==> src/rtl/dmem_arbiter.sv <==
// Single-port data memory arbiter: core load/store port vs. host burst port with starvation guard.
// Optional stall/burst statistics counters are enabled by defining DMEM_ARB_STATS_EN.
module dmem_arbiter #(
   parameter int AW           = 8,
   parameter int DW           = 8,
   parameter int MAX_BURST    = 16,
   parameter int STARVE_LIMIT = 8
) (
   input  logic          CLK,
   input  logic          RST_N,
   input  logic          core_req,
   input  logic          core_we,
   input  logic [AW-1:0] core_addr,
   input  logic [DW-1:0] core_wdata,
   output logic          core_gnt,
   output logic          core_stall,
   output logic [DW-1:0] core_rdata,
   input  logic          host_req,
   input  logic          host_we,
   input  logic [AW-1:0] host_addr,
   input  logic [4:0]    host_len,
   input  logic [DW-1:0] host_wdata,
   output logic          host_wready,
   output logic          host_rvalid,
   output logic [DW-1:0] host_rdata,
   output logic          host_busy,
   output logic          host_done,
   output logic [AW-1:0] mem_addr,
   output logic          mem_we,
   output logic [DW-1:0] mem_wdata,
   input  logic [DW-1:0] mem_rdata,
   output logic [15:0]   stat_stall,
   output logic [15:0]   stat_bursts
);

   typedef enum logic {IDLE, HOST} state_t;

   localparam int SW = $clog2(STARVE_LIMIT + 1);

   state_t        state_reg;
   logic [AW-1:0] base_reg;
   logic [4:0]    len_reg;
   logic [4:0]    beat_reg;
   logic          we_reg;
   logic [SW-1:0] starve_reg;
   logic          host_done_reg;
   logic          host_rvalid_reg;
   logic [DW-1:0] host_rdata_reg;

   logic          host_sel;
   logic          last_beat;
   logic [4:0]    len_clip;

   always_comb begin
      len_clip = host_len;
      if (host_len == 5'd0)
         len_clip = 5'd1;
      else if (host_len > 5'(MAX_BURST))
         len_clip = 5'(MAX_BURST);
   end

   assign host_sel  = RST_N && (state_reg == IDLE) && host_req &&
                      (!core_req || (starve_reg == SW'(STARVE_LIMIT)));
   assign last_beat = (beat_reg == (len_reg - 5'd1));

   // Combinational outputs are gated by RST_N so everything reads 0 while reset is held.
   always_comb begin
      core_gnt    = 1'b0;
      core_rdata  = '0;
      host_wready = 1'b0;
      host_busy   = 1'b0;
      mem_addr    = '0;
      mem_we      = 1'b0;
      mem_wdata   = '0;
      if (RST_N) begin
         if (state_reg == HOST) begin
            host_busy   = 1'b1;
            mem_addr    = base_reg + AW'(beat_reg);
            mem_we      = we_reg;
            host_wready = we_reg;
            if (we_reg)
               mem_wdata = host_wdata;
         end else if (host_sel) begin
            host_busy = 1'b1;
         end else if (core_req) begin
            core_gnt   = 1'b1;
            mem_addr   = core_addr;
            mem_we     = core_we;
            mem_wdata  = core_wdata;
            core_rdata = mem_rdata;
         end
      end
   end

   assign core_stall  = RST_N && core_req && !core_gnt;
   assign host_done   = host_done_reg;
   assign host_rvalid = host_rvalid_reg;
   assign host_rdata  = host_rdata_reg;

   always_ff @(posedge CLK or negedge RST_N) begin
      if (!RST_N) begin
         state_reg       <= IDLE;
         base_reg        <= '0;
         len_reg         <= '0;
         beat_reg        <= '0;
         we_reg          <= 1'b0;
         starve_reg      <= '0;
         host_done_reg   <= 1'b0;
         host_rvalid_reg <= 1'b0;
         host_rdata_reg  <= '0;
      end else begin
         host_done_reg   <= 1'b0;
         host_rvalid_reg <= 1'b0;
         case (state_reg)
            IDLE: begin
               if (host_sel) begin
                  base_reg   <= host_addr;
                  len_reg    <= len_clip;
                  we_reg     <= host_we;
                  beat_reg   <= '0;
                  starve_reg <= '0;
                  state_reg  <= HOST;
               end else if (host_req && core_req) begin
                  starve_reg <= starve_reg + SW'(1);
               end else if (!host_req) begin
                  starve_reg <= '0;
               end
            end
            HOST: begin
               // Read data is captured at the beat and presented one cycle later.
               if (!we_reg) begin
                  host_rvalid_reg <= 1'b1;
                  host_rdata_reg  <= mem_rdata;
               end
               if (last_beat) begin
                  state_reg     <= IDLE;
                  beat_reg      <= '0;
                  host_done_reg <= 1'b1;
               end else begin
                  beat_reg <= beat_reg + 5'd1;
               end
            end
            default: state_reg <= IDLE;
         endcase
      end
   end

`ifdef DMEM_ARB_STATS_EN
   logic [15:0] stat_stall_reg;
   logic [15:0] stat_bursts_reg;

   always_ff @(posedge CLK or negedge RST_N) begin
      if (!RST_N) begin
         stat_stall_reg  <= '0;
         stat_bursts_reg <= '0;
      end else begin
         if (core_stall && (stat_stall_reg != 16'hFFFF))
            stat_stall_reg <= stat_stall_reg + 16'd1;
         if (host_done_reg && (stat_bursts_reg != 16'hFFFF))
            stat_bursts_reg <= stat_bursts_reg + 16'd1;
      end
   end

   assign stat_stall  = stat_stall_reg;
   assign stat_bursts = stat_bursts_reg;
`else
   assign stat_stall  = 16'd0;
   assign stat_bursts = 16'd0;
`endif

endmodule

==> config.mk <==
export PLATFORM = sky130hd
export DESIGN_NAME = dmem_arbiter
export DESIGN_NICKNAME = d
export VERILOG_FILES = /design/src/rtl/dmem_arbiter.sv
export SDC_FILE = /design/constraint.sdc
export NUM_CORES = 1
export LEC_CHECK = 0
export CAP_MARGIN = 20
export CORE_MARGIN = 2
export CORE_UTILIZATION = 41
export CTS_BUF_LIST = sky130_fd_sc_hd__clkbuf_4
export DETAILED_ROUTE_END_ITERATION = 10
export PLACE_DENSITY_LB_ADDON = 0.1
export RECOVER_POWER = 50
export SLEW_MARGIN = 20
export SYNTH_ARGS = -nofsm -noshare
export SYNTH_HDL_FRONTEND = slang
export SYNTH_SLANG_ARGS = --single-unit
==> constraint.sdc <==
create_clock -name CLK -period 3.4 [get_ports CLK]
set_clock_uncertainty 0.05 [all_clocks]
set_input_delay 0.85 -clock CLK [delete_from_list [all_inputs] [get_ports CLK]]
set_output_delay 0.85 -clock CLK [all_outputs]
set_load 0.02 [all_outputs]
**After elaboration in Yosys (flattened, before gate mapping)**

Index checks and enable logic that the tools add are counted.

- Reductions and logical operators: 13
- Div/mod/pow operators: 0
- Magnitude comparators: 1
- Bitwise gates (word level): 2
- Equal/unequal tests: 4
- Multiply operators: 0
- Shifts and indexed selects: 0
- Add/sub/neg operators: 4
- Muxes and demuxes: 40

Operators with widths:

| kind | number |
|---|---|
| 8-bit 2-to-1 mux | 13 |
| 5-bit 2-to-1 mux | 4 |
| 1-bit 2-to-1 mux | 18 |
| 4-bit 2-to-1 mux | 3 |
| 5-bit case mux with 2 select lines | 1 |
| 8-bit by 5-bit adder with 8-bit output | 1 |
| 1-bit logical AND | 6 |
| 2-bit AND reduction | 3 |
| 5-bit by 1-bit adder with 5-bit output (second input constant) | 1 |
| 5-bit equality test | 1 |
| 5-bit greater-than comparator (second input constant) | 1 |
| 5-bit zero test | 1 |
| 5-bit by 1-bit subtractor with 5-bit output (second input constant) | 1 |
| 4-bit by 1-bit adder with 4-bit output (second input constant) | 1 |
| 4-bit equality test (second input constant) | 1 |
| 3-bit by 1-bit inequality test with 1-bit output (second input constant) | 1 |
| 1-bit zero test | 2 |
| 2-bit inequality test (second input constant) | 1 |
| 1-bit NOT | 2 |
| 1-bit case mux with 2 select lines | 1 |
| 1-bit logical OR | 1 |

- Memory bits (writable): 0
- Bits in read-only memories: 0
- Register bits: 34
- Bits in latches: 0
- Memories kept: 0
- Input bits: 51
- Word-level logic and storage cells: 73

**Depth between registers and ports, before layout**

Gate-level depths: netlist (run 1).

- Depth in word-level cells: 9
- Depth in mapped cells: 8
- Mapped depth without buffers: 7

**Worst setup path before layout (run 1)**

No wires, ideal clock.

- Path type: reg-to-output
- Start point: reg beat_reg[0]
- End point: out mem_addr[6]
- Path slack: 0.536 ns
- Data required time: 2.500 ns
- Buffers on the path: 0
- Stages on the path, launching flop included: 8
- Arrival: 1.963 ns
- Cell sequence: dfrtp_1 -> ha_1 -> fa_1 -> a21o_1 -> a21o_1 -> a21oi_1 -> mux2i_1 -> a211o_1

- Longest elaborated chain between the ends: 3

Ends and longest elaborated chain:

| item | line | source |
|---|---|---|
| start: declaration | 43 | `logic [4:0] beat_reg;` |
| start signal: assignment | 140 | `beat_reg <= beat_reg + 5'd1;` |
| 8-bit by 5-bit adder with 8-bit output | 78 | `mem_addr = base_reg + AW'(beat_reg);` |
| 8-bit 2-to-1 mux | 76 | `if (state_reg == HOST) begin` |
| 8-bit 2-to-1 mux | 75 | `if (RST_N) begin` |
| end: declaration | 28 | `output logic [AW-1:0] mem_addr,` |

Every way passes these cells.

**Final worst setup path (run 1)**

- Start point: in core_req
- End point: out host_busy

- Longest elaborated chain between the ends: 6

Ends and longest elaborated chain:

| item | line | source |
|---|---|---|
| start: declaration | 11 | `input logic core_req,` |
| 1-bit zero test | 63 | `(!core_req \|\| (starve_reg == SW'(STARVE_LIMIT)));` |
| 1-bit logical OR | 63 |  |
| 1-bit logical AND | 62 | `assign host_sel = RST_N && (state_reg == IDLE) && host_req &&` |
| 1-bit 2-to-1 mux | 83 | `end else if (host_sel) begin` |
| 1-bit 2-to-1 mux | 76 |  |
| 1-bit 2-to-1 mux | 75 |  |
| end: declaration | 26 | `output logic host_busy,` |

Every way passes these cells.

==> impl_metrics.py, run 1 <==
metrics = {
    "global_routing": {
        "grt_pass1_wl_mm": 8.90,
        "grt_max_degree": 27,
        "antenna_found_initial": 0,
        "grt_pass1_vias": 1947,
        "grt_overflow": 0,
        "grt_usage": 0.179,
    },
    "route": {
        "drtIter0Drc": 56,
        "route.detailed.drc": 0,
        "vias": 2086,
        "drtPass1Iterations": 4,
        "postRouteAntennaNets": 0,
        "drt-total-wl_mm": 5.68,
        "vias_per_cell": 4.75,
        "wl_per_cell_um": 12.9,
    },
    "layout": {
        "multi_input_area_um2": 1270,
        "fillers": 527,
        "finalNonFillerCells": 439,
        "seqCellArea_um2": 851,
        "layout_commonest_cell": "clkdlybuf4s50_1",
        "antenna_cells": 0,
        "drive_above_1_share": 0.114,
        "nets": 428,
        "synthToLayoutAreaGrowth_pct": 39.6,
        "mostFrequentLayoutCells": "clkdlybuf4s50_1 (62), nand2_1 (53), dfrtp_1 (34)",
    },
    "sta": {
        "setup_tns_ns": 0,
        "finalHoldViolCount": 0,
        "finalCriticalPeriod_ns": 3.33,
        "finalSetupViolCount": 0,
        "rsz0062_at_grt": "false",
        "max_freq_mhz": 300,
        "finalHoldWorstSlack_ns": 0.287,
        "tightest_slew_ns": 1.47,
        "period_share": 0.980,
        "finalMaxSlewViolations": 0,
        "slew_headroom": 0.00548,
    },
    "worst_hold_path": {
        "hold_class": "input port to async pin",
    },
    "floorplanning": {
        "fp-row-count": 27,
        "core-area_um2": 5540,
        "die_w_um": 80.0,
        "start_util": 0.427,
        "die_h_um": 80.0,
        "dieArea_um2": 6390,
        "ios": 122,
    },
    "worst_setup_path": {
        "arrival_ns": 2.43,
        "cp.required_ns": 2.50,
        "critical_path_class": "input port to output port",
        "critPathMaxFanout": 5,
        "critPathCaptureType": "output port",
        "r2r_slack_ns": 0.77,
        "start_kind": "input port",
    },
    "status": {
        "violations": "max-capacitance violations",
        "status": "complete, but fails checks",
    },
    "synth": {
        "async_flop_share": 1.00,
        "synth_warnings": 0,
        "syn_inst": 263,
        "avgSynthCellArea_um2": 9.00,
        "synth_top_area_frac": 0.360,
        "ys_top_cells_by_area": "dfrtp_1 (36%), buf_4 (11%), nand2_1 (8.4%), ha_1 (4.8%), mux2_2 (3.8%)",
        "synth-edff-count": 0,
        "seq_area_frac_synth": 0.360,
        "syn-cell-area_um2": 2370,
        "synth.largest_area_cell": "dfrtp_1",
        "yosys.cell_types.count": 47,
        "ys.flop_type": "dfrtp_1",
        "ys_seq_elements": 34,
    },
    "clocking": {
        "clk_pin_slew_ns": 0.12,
        "cts_root_buffer": "clkbuf_4",
        "cts_max_path_buffers": 2,
        "worstSkewPairLatency_ns": 0.34,
        "htreeDepth": 2,
        "tritoncts": "yes",
        "cts-buffers-inserted": 5,
        "cts_sinks": 34,
    },
    "placement": {
        "place.gp.congestion": 0.747,
        "port-buffer-count": 89,
        "place_inst": 429,
        "hpwl_mm": 4.58,
    },
    "pwr": {
        "power.density_nw_per_um2": 716,
        "peakVddDrop_uv": 366,
        "p_leak_nw": 1.65,
    },
    "flow_run": {
        "drv_cap": 1,
    },
}
where the power goes:
group	total, mW	leakage, nW	internal (mW)	switching (mW)
logic	1.41	1.19	0.695	0.718
registers	0.744	0.429	0.582	0.162
clock network	0.210	0.0308	0.0744	0.136
total	2.37	1.65	1.35	1.02
critical path, cell delays in order:
cell,delay [ns]
clkdlybuf4s50_1,0.48
buf_4,0.14
nand2_1,0.07
a31oi_2,0.26
nor2b_1,0.07
clkdlybuf4s50_1,0.55
per-layer routing:
| metal | vias up | global-route usage | share of wire |
|---|---|---|---|
| met5 | - | 0 | 0 |
| met4 | 0 | 0.0559 | 0.013 |
| met3 | 8 | 0.0588 | 0.10 |
| met2 | 90 | 0.328 | 0.49 |
| met1 | 955 | 0.193 | 0.39 |
| li1 | 1033 | - | - |
through the flow:
stage	power [mW]	setup WS [ns]	utilization	cell area, µm²
3_3_place_gp	2.22	-0.133	0.594	3290
3_5_place_dp	2.25	-0.156	0.594	3290
6_report	2.37	0.0675	0.596	3300
5_1_grt	2.56	0.00519	0.596	3300
4_1_cts	2.42	0.0235	0.598	3320
2_1_floorplan	1.71	0.537	-	2480
Yosys cell counts, types with 2 or more instances:
cell / number
mux2_2: 8
a31oi_1: 4
ha_1: 9
xor2_1: 6
and2_1: 8
a211o_1: 2
xnor2_1: 6
a21oi_1: 3
inv_1: 11
a21o_1: 4
nor3_1: 2
nor2_1: 9
nand3_1: 5
o22ai_1: 2
clkbuf_1: 3
nand2_1: 53
nand2b_1: 5
buf_2: 4
buf_4: 35
a22o_1: 10
o21ai_0: 10
nand3b_1: 5
mux2i_1: 2
dfrtp_1: 34
worst paths after layout:
| check | to | startpoint | cells past startpoint |
|---|---|---|---|
| max | host_busy | core_req | 6 |
| min | host_rdata[1]$_DFFE_PN0P_ | RST_N | 1 |
| max reg2reg | beat_reg[4]$_DFFE_PN0N_ | len_reg[0]$_DFFE_PN0P_ | 6 |
| min reg2reg | len_reg[4]$_DFFE_PN0P_ | len_reg[4]$_DFFE_PN0P_ | 2 |
| max in group asynchronous | len_reg[0]$_DFFE_PN0P_ | RST_N | 2 |
| min in group CLK | len_reg[4]$_DFFE_PN0P_ | len_reg[4]$_DFFE_PN0P_ | 2 |
logic make-up (layout without fill, tap and decap cells):
logic type | Yosys count | after routing | synth area share
muxes | 11 | 11 | 0.0529
DFF | 34 | 34 | 0.360
and+or+nand+nor | 95 | 95 | 0.190
adders and majority gates | 10 | 10 | 0.0561
xor gates and xnor gates | 12 | 12 | 0.0444
AOI/OAI and AO/OA | 46 | 46 | 0.149
other | 1 | 32 | 0.00158
buffers and inverters | 54 | 127 | 0.146
final cells by class:
cell class	instances	area share
Timing Repair Buffer	109	0.302
Clock buffer	5	0.0114
Tap cell	72	0.0273
Multi-Input combinational cell	206	0.386
Sequential cell	34	0.258
Clock inverter	2	0.00303
Inverter	11	0.0125
what timing repair did:
action	4_1_cts	5_1_grt
pin swaps	1	2
hold buffers	0	0
setup buffers	0	3
endpoints found under the setup margin	26	4
gates resized for setup	30	6
Note: power is estimated with default switching activity, not from simulation.
==> inputs of run 2 (changes only) <==
--- a/config.mk
+++ b/config.mk
@@ -9,8 +9,9 @@
 export CORE_MARGIN = 2
 export CORE_UTILIZATION = 41
 export CTS_BUF_LIST = sky130_fd_sc_hd__clkbuf_4
+export CTS_CLUSTER_SIZE = 8
 export DETAILED_ROUTE_END_ITERATION = 10
-export PLACE_DENSITY_LB_ADDON = 0.1
+export PLACE_DENSITY = 0.88
 export RECOVER_POWER = 50
 export SLEW_MARGIN = 20
 export SYNTH_ARGS = -nofsm -noshare
==> impl_metrics.py, run 2 (synthesized netlist as in run 1, its figures left out) <==
metrics = {
    "sta": {
        "finalMaxSlewViolations": 0,
        "tightest_slew_ns": 1.11,
        "finalSetupViolCount": 0,
        "finalHoldViolCount": 0,
        "finalCriticalPeriod_ns": 3.32,
        "setup_ws_ns": 0.0754,
        "setup_tns_ns": 0,
        "slew_headroom": 0.257,
        "max_freq_mhz": 301,
        "period_share": 0.978,
    },
    "floorplanning": {
        "start_util": 0.427,
        "die_w_um": 80.0,
        "fp-row-count": 27,
        "ios": 122,
        "dieArea_um2": 6390,
        "die_h_um": 80.0,
        "core-area_um2": 5540,
    },
    "layout": {
        "layout_commonest_cell": "clkdlybuf4s50_1",
        "drive_above_1_share": 0.109,
        "multi_input_area_um2": 1290,
        "fillers": 500,
        "seqCellArea_um2": 852,
        "antenna_cells": 0,
        "synthToLayoutAreaGrowth_pct": 39.9,
        "mostFrequentLayoutCells": "clkdlybuf4s50_1 (60), nand2_1 (53), dfrtp_1 (33)",
        "nets": 426,
    },
    "clocking": {
        "cts_root_buffer": "clkbuf_4",
        "cts_sinks": 34,
        "worstSkewPairLatency_ns": 0.34,
        "htreeDepth": 2,
        "clk_pin_slew_ns": 0.10,
        "cts_max_path_buffers": 2,
        "cts-buffers-inserted": 5,
        "ctsHoldBuffers": 0,
        "tritoncts": "yes",
    },
    "pwr": {
        "p_leak_nw": 1.66,
        "power.density_nw_per_um2": 734,
        "peakVddDrop_uv": 486,
        "p_total_mw": 2.43,
    },
    "global_routing": {
        "grt_usage": 0.184,
        "grt_max_degree": 27,
        "grt_pass1_vias": 2081,
        "grt_overflow": 0,
        "antenna_found_initial": 0,
        "grt_pass1_wl_mm": 9.23,
    },
    "worst_setup_path": {
        "cp.required_ns": 2.50,
        "critical_path_class": "flip-flop to output port",
        "critPathCaptureType": "output port",
        "slowest_delay_ns": 0.43,
        "crit_chain": "ha_1 -> a21o_1 -> a21oi_2 -> o21ai_2 -> mux2_4 -> a221o_1 -> clkdlybuf4s15_1",
        "worst_path_max_delay_cell": "dfrtp_2",
        "critPathMaxFanout": 3,
        "start_kind": "flip-flop",
        "arrival_ns": 2.42,
    },
    "route": {
        "wl_per_cell_um": 13.3,
        "vias": 2117,
        "postRouteAntennaNets": 0,
        "drt-total-wl_mm": 5.81,
        "drtPass1Iterations": 4,
        "drtIter0Drc": 107,
        "route.detailed.drc": 0,
        "vias_per_cell": 4.83,
    },
    "flow_run": {
        "drv_cap": 0,
    },
    "placement": {
        "dp_worst_setup_slack_ns": -0.141,
        "port-buffer-count": 89,
        "hpwl_mm": 4.62,
        "place.gp.congestion": 0.796,
    },
    "status": {
        "status": "finished clean",
    },
    "worst_hold_path": {
        "hold_class": "input port to async pin",
    },
}
[run 2: changes by cell type in the layout (fill, tap and decap cells not counted), sizes merged]
cell	before	now
clkinvlp	0	1
dlymetal6s2s	1	3
clkdlybuf4s50	62	60
clkbuf	11	12
buf	17	14
[run 2: final timing paths]
check                                        start                        end  slack, ns  depth (start not counted)
max                        base_reg[1]$_DFFE_PN0P_                mem_addr[7]       0.08                          7
min                                          RST_N  host_rdata[0]$_DFFE_PN0P_       0.37                          1
max reg2reg                 len_reg[0]$_DFFE_PN0P_    beat_reg[4]$_DFFE_PN0N_       1.40                          7
min reg2reg                base_reg[2]$_DFFE_PN0P_    base_reg[2]$_DFFE_PN0P_       0.46                          2
max in group asynchronous                    RST_N    base_reg[1]$_DFFE_PN0P_       1.49                          2
min in group CLK           base_reg[2]$_DFFE_PN0P_    base_reg[2]$_DFFE_PN0P_       0.46                          2
[run 2: power breakdown]
group          total [mW]  switching, mW  internal (mW)
clock               0.217          0.140         0.0768
combinational        1.47          0.769          0.700
sequential          0.743          0.160          0.583
[run 2: timing repair]
action / in CTS / in global routing
endpoints found under the setup margin: 25 / 6
buffers inserted: 1 / 3
gates resized for setup: 29 / 11
pin swaps: 2 / 1
[run 2: metrics by stage]
stage / area, µm² / hold WS (ns) / cells / utilization
after floorplan: 2480 / 0.401 / 294 / -
after global placement: 3270 / 0.421 / 426 / 0.590
final: 3310 / 0.368 / 438 / 0.597
after global routing: 3310 / 0.378 / 438 / 0.597
after detailed placement: 3270 / 0.429 / 426 / 0.590
after CTS: 3300 / 0.292 / 435 / 0.596
[run 2: worst max-delay path, delay by kind of cell, from the launching register on]
kind	cells	cell delay, ns
adders and majority gates	1	0.29
DFF	1	0.43
buffers and inverters	1	0.28
muxes	1	0.30
AOI/OAI and AO/OA	4	0.79
[run 2: final cells by class]
cell class,instances,area share
tap,72,0.0272
multi-input combinational,206,0.389
clock inverter,3,0.00491
sequential,34,0.257
inverter,11,0.0125
clock buffer,5,0.0113
timing repair buffer,107,0.297
[run 2: per-layer routing]
layer	vias to the layer above	global-route usage	routed length, µm
met2	92	0.343	3010
met5	-	0	0
met3	8	0.0475	519
met4	0	0.0627	76
li1	1029	-	-
met1	988	0.198	2210
==> inputs of run 3 (changes only) <==
--- a/config.mk
+++ b/config.mk
@@ -6,7 +6,7 @@
 export NUM_CORES = 1
 export LEC_CHECK = 0
 export CAP_MARGIN = 20
-export CORE_MARGIN = 2
+export CORE_MARGIN = 4
 export CORE_UTILIZATION = 41
 export CTS_BUF_LIST = sky130_fd_sc_hd__clkbuf_4
 export CTS_CLUSTER_SIZE = 8
==> impl_metrics.py, run 3 (synthesized netlist as in run 1, its figures left out) <==
metrics = {
    "sta": {
        "setup_tns_ns": 0,
        "max_freq_mhz": 305,
        "rsz0062_at_grt": "false",
        "finalHoldViolCount": 0,
        "slew_headroom": 0.268,
        "tightest_slew_ns": 1.10,
        "finalMaxSlewViolations": 0,
        "finalSetupViolCount": 0,
        "finalCriticalPeriod_ns": 3.28,
        "finalHoldWorstSlack_ns": 0.304,
        "setup_ws_ns": 0.124,
        "period_share": 0.964,
    },
    "placement": {
        "hpwl_mm": 5.00,
        "port-buffer-count": 89,
        "dp_worst_setup_slack_ns": -0.174,
        "place.gp.congestion": 0.863,
        "place_inst": 427,
    },
    "floorplanning": {
        "dieArea_um2": 7050,
        "ios": 122,
        "core-area_um2": 5540,
        "die_w_um": 84.0,
        "fp-row-count": 27,
        "die_h_um": 84.0,
        "start_util": 0.427,
    },
    "route": {
        "drt-total-wl_mm": 6.17,
        "postRouteAntennaNets": 0,
        "drtPass1Iterations": 4,
        "wl_per_cell_um": 14.2,
        "route.detailed.drc": 0,
        "drtIter0Drc": 60,
        "vias": 2112,
        "vias_per_cell": 4.84,
    },
    "clocking": {
        "cts_max_path_buffers": 2,
        "cts_root_buffer": "clkbuf_4",
        "worstSkewPairLatency_ns": 0.35,
        "clk_pin_slew_ns": 0.12,
        "cts-buffers-inserted": 5,
        "cts_sinks": 34,
        "tritoncts": "yes",
        "htreeDepth": 2,
    },
    "worst_setup_path": {
        "start_kind": "flip-flop",
        "critPathMaxFanout": 2,
        "r2r_start": "len_reg[0]$_DFFE_PN0P_",
        "rr_worst_depth": 7,
        "cp.required_ns": 2.50,
        "critical_path_class": "flip-flop to output port",
        "worstSetupStartpoint": "base_reg[0]$_DFFE_PN0P_",
        "critPathCaptureType": "output port",
        "critPathCapture": "mem_addr[6]",
        "arrival_ns": 2.38,
        "reg2reg_to": "beat_reg[4]$_DFFE_PN0N_",
        "r2r_slack_ns": 1.37,
    },
    "worst_hold_path": {
        "hold_class": "input port to async pin",
    },
    "layout": {
        "nets": 423,
        "drive_above_1_share": 0.102,
        "layout_commonest_cell": "clkdlybuf4s50_1",
        "finalNonFillerCells": 436,
        "mostFrequentLayoutCells": "clkdlybuf4s50_1 (60), nand2_1 (53), dfrtp_1 (34)",
        "synthToLayoutAreaGrowth_pct": 40.6,
    },
    "global_routing": {
        "grt_usage": 0.166,
        "grt_overflow": 0,
        "grt_max_degree": 21,
        "grt_pass1_wl_mm": 9.34,
        "antenna_found_initial": 1,
        "grt_pass1_vias": 2019,
    },
    "pwr": {
        "peakVddDrop_uv": 514,
        "power.density_nw_per_um2": 769,
        "p_leak_nw": 1.67,
        "p_total_mw": 2.56,
    },
    "status": {
        "status": "finished clean",
    },
    "flow_run": {
        "drv_cap": 0,
    },
}
-- run 3: area by class of cell --
cell class | count | area (µm²)
multi-input combinational | 206 | 1300
clock inverter | 3 | 68.8
fill | 504 | 2210
timing repair buffer | 104 | 940
inverter | 11 | 41.3
tap | 72 | 90.1
sequential | 34 | 851
clock buffer | 5 | 37.5
antenna | 1 | 2.50
-- run 3: what timing repair did --
item | 4_1_cts | 5_1_grt
pin swaps | 2 | 1
resized for setup | 31 | 10
buffers inserted | 0 | 0
endpoints found under the setup margin | 27 | 6
hold buffers | 0 | 0
-- run 3: worst min-delay path by stage --
| stage | startpoint | endpoint |
|---|---|---|
| detailed placement | base_reg[4]$_DFFE_PN0P_ | base_reg[4]$_DFFE_PN0P_ |
| floorplan | we_reg$_DFFE_PN0P_ | we_reg$_DFFE_PN0P_ |
| finish | RST_N | we_reg$_DFFE_PN0P_ |
| global route | RST_N | we_reg$_DFFE_PN0P_ |
| global placement | base_reg[2]$_DFFE_PN0P_ | base_reg[2]$_DFFE_PN0P_ |
| CTS | RST_N | we_reg$_DFFE_PN0P_ |
-- run 3: routing by layer --
metal  up-vias  wire length (µm)  global-route usage
met5         -                 0                   0
met4         0                57              0.0570
met3         6               503              0.0563
met2        85              3240               0.309
met1       999              2370               0.171
li1       1022                 -                   -
-- run 3: power by group --
group	switching, mW	leakage, nW	internal, mW	total [mW]
Sequential	0.167	0.429	0.582	0.748
Clock	0.151	0.0554	0.230	0.381
Combinational	0.759	1.19	0.672	1.43
Total	1.08	1.67	1.48	2.56
-- run 3: critical path, cell delays in order, from the launching register on --
cell and delay, ns:
dfrtp_1 0.42, ha_2 0.22, fa_2 0.34, a21o_1 0.16
a21o_1 0.19, a21oi_2 0.18, mux2i_1 0.10, a211o_1 0.26
buf_2 0.15
-- run 3: per-stage QoR --
stage | area, µm² | utilization
4_1_cts | 3350 | 0.605
3_3_place_gp | 3270 | 0.589
6_report | 3330 | 0.600
3_5_place_dp | 3270 | 0.589
5_1_grt | 3330 | 0.600
2_1_floorplan | 2480 | -
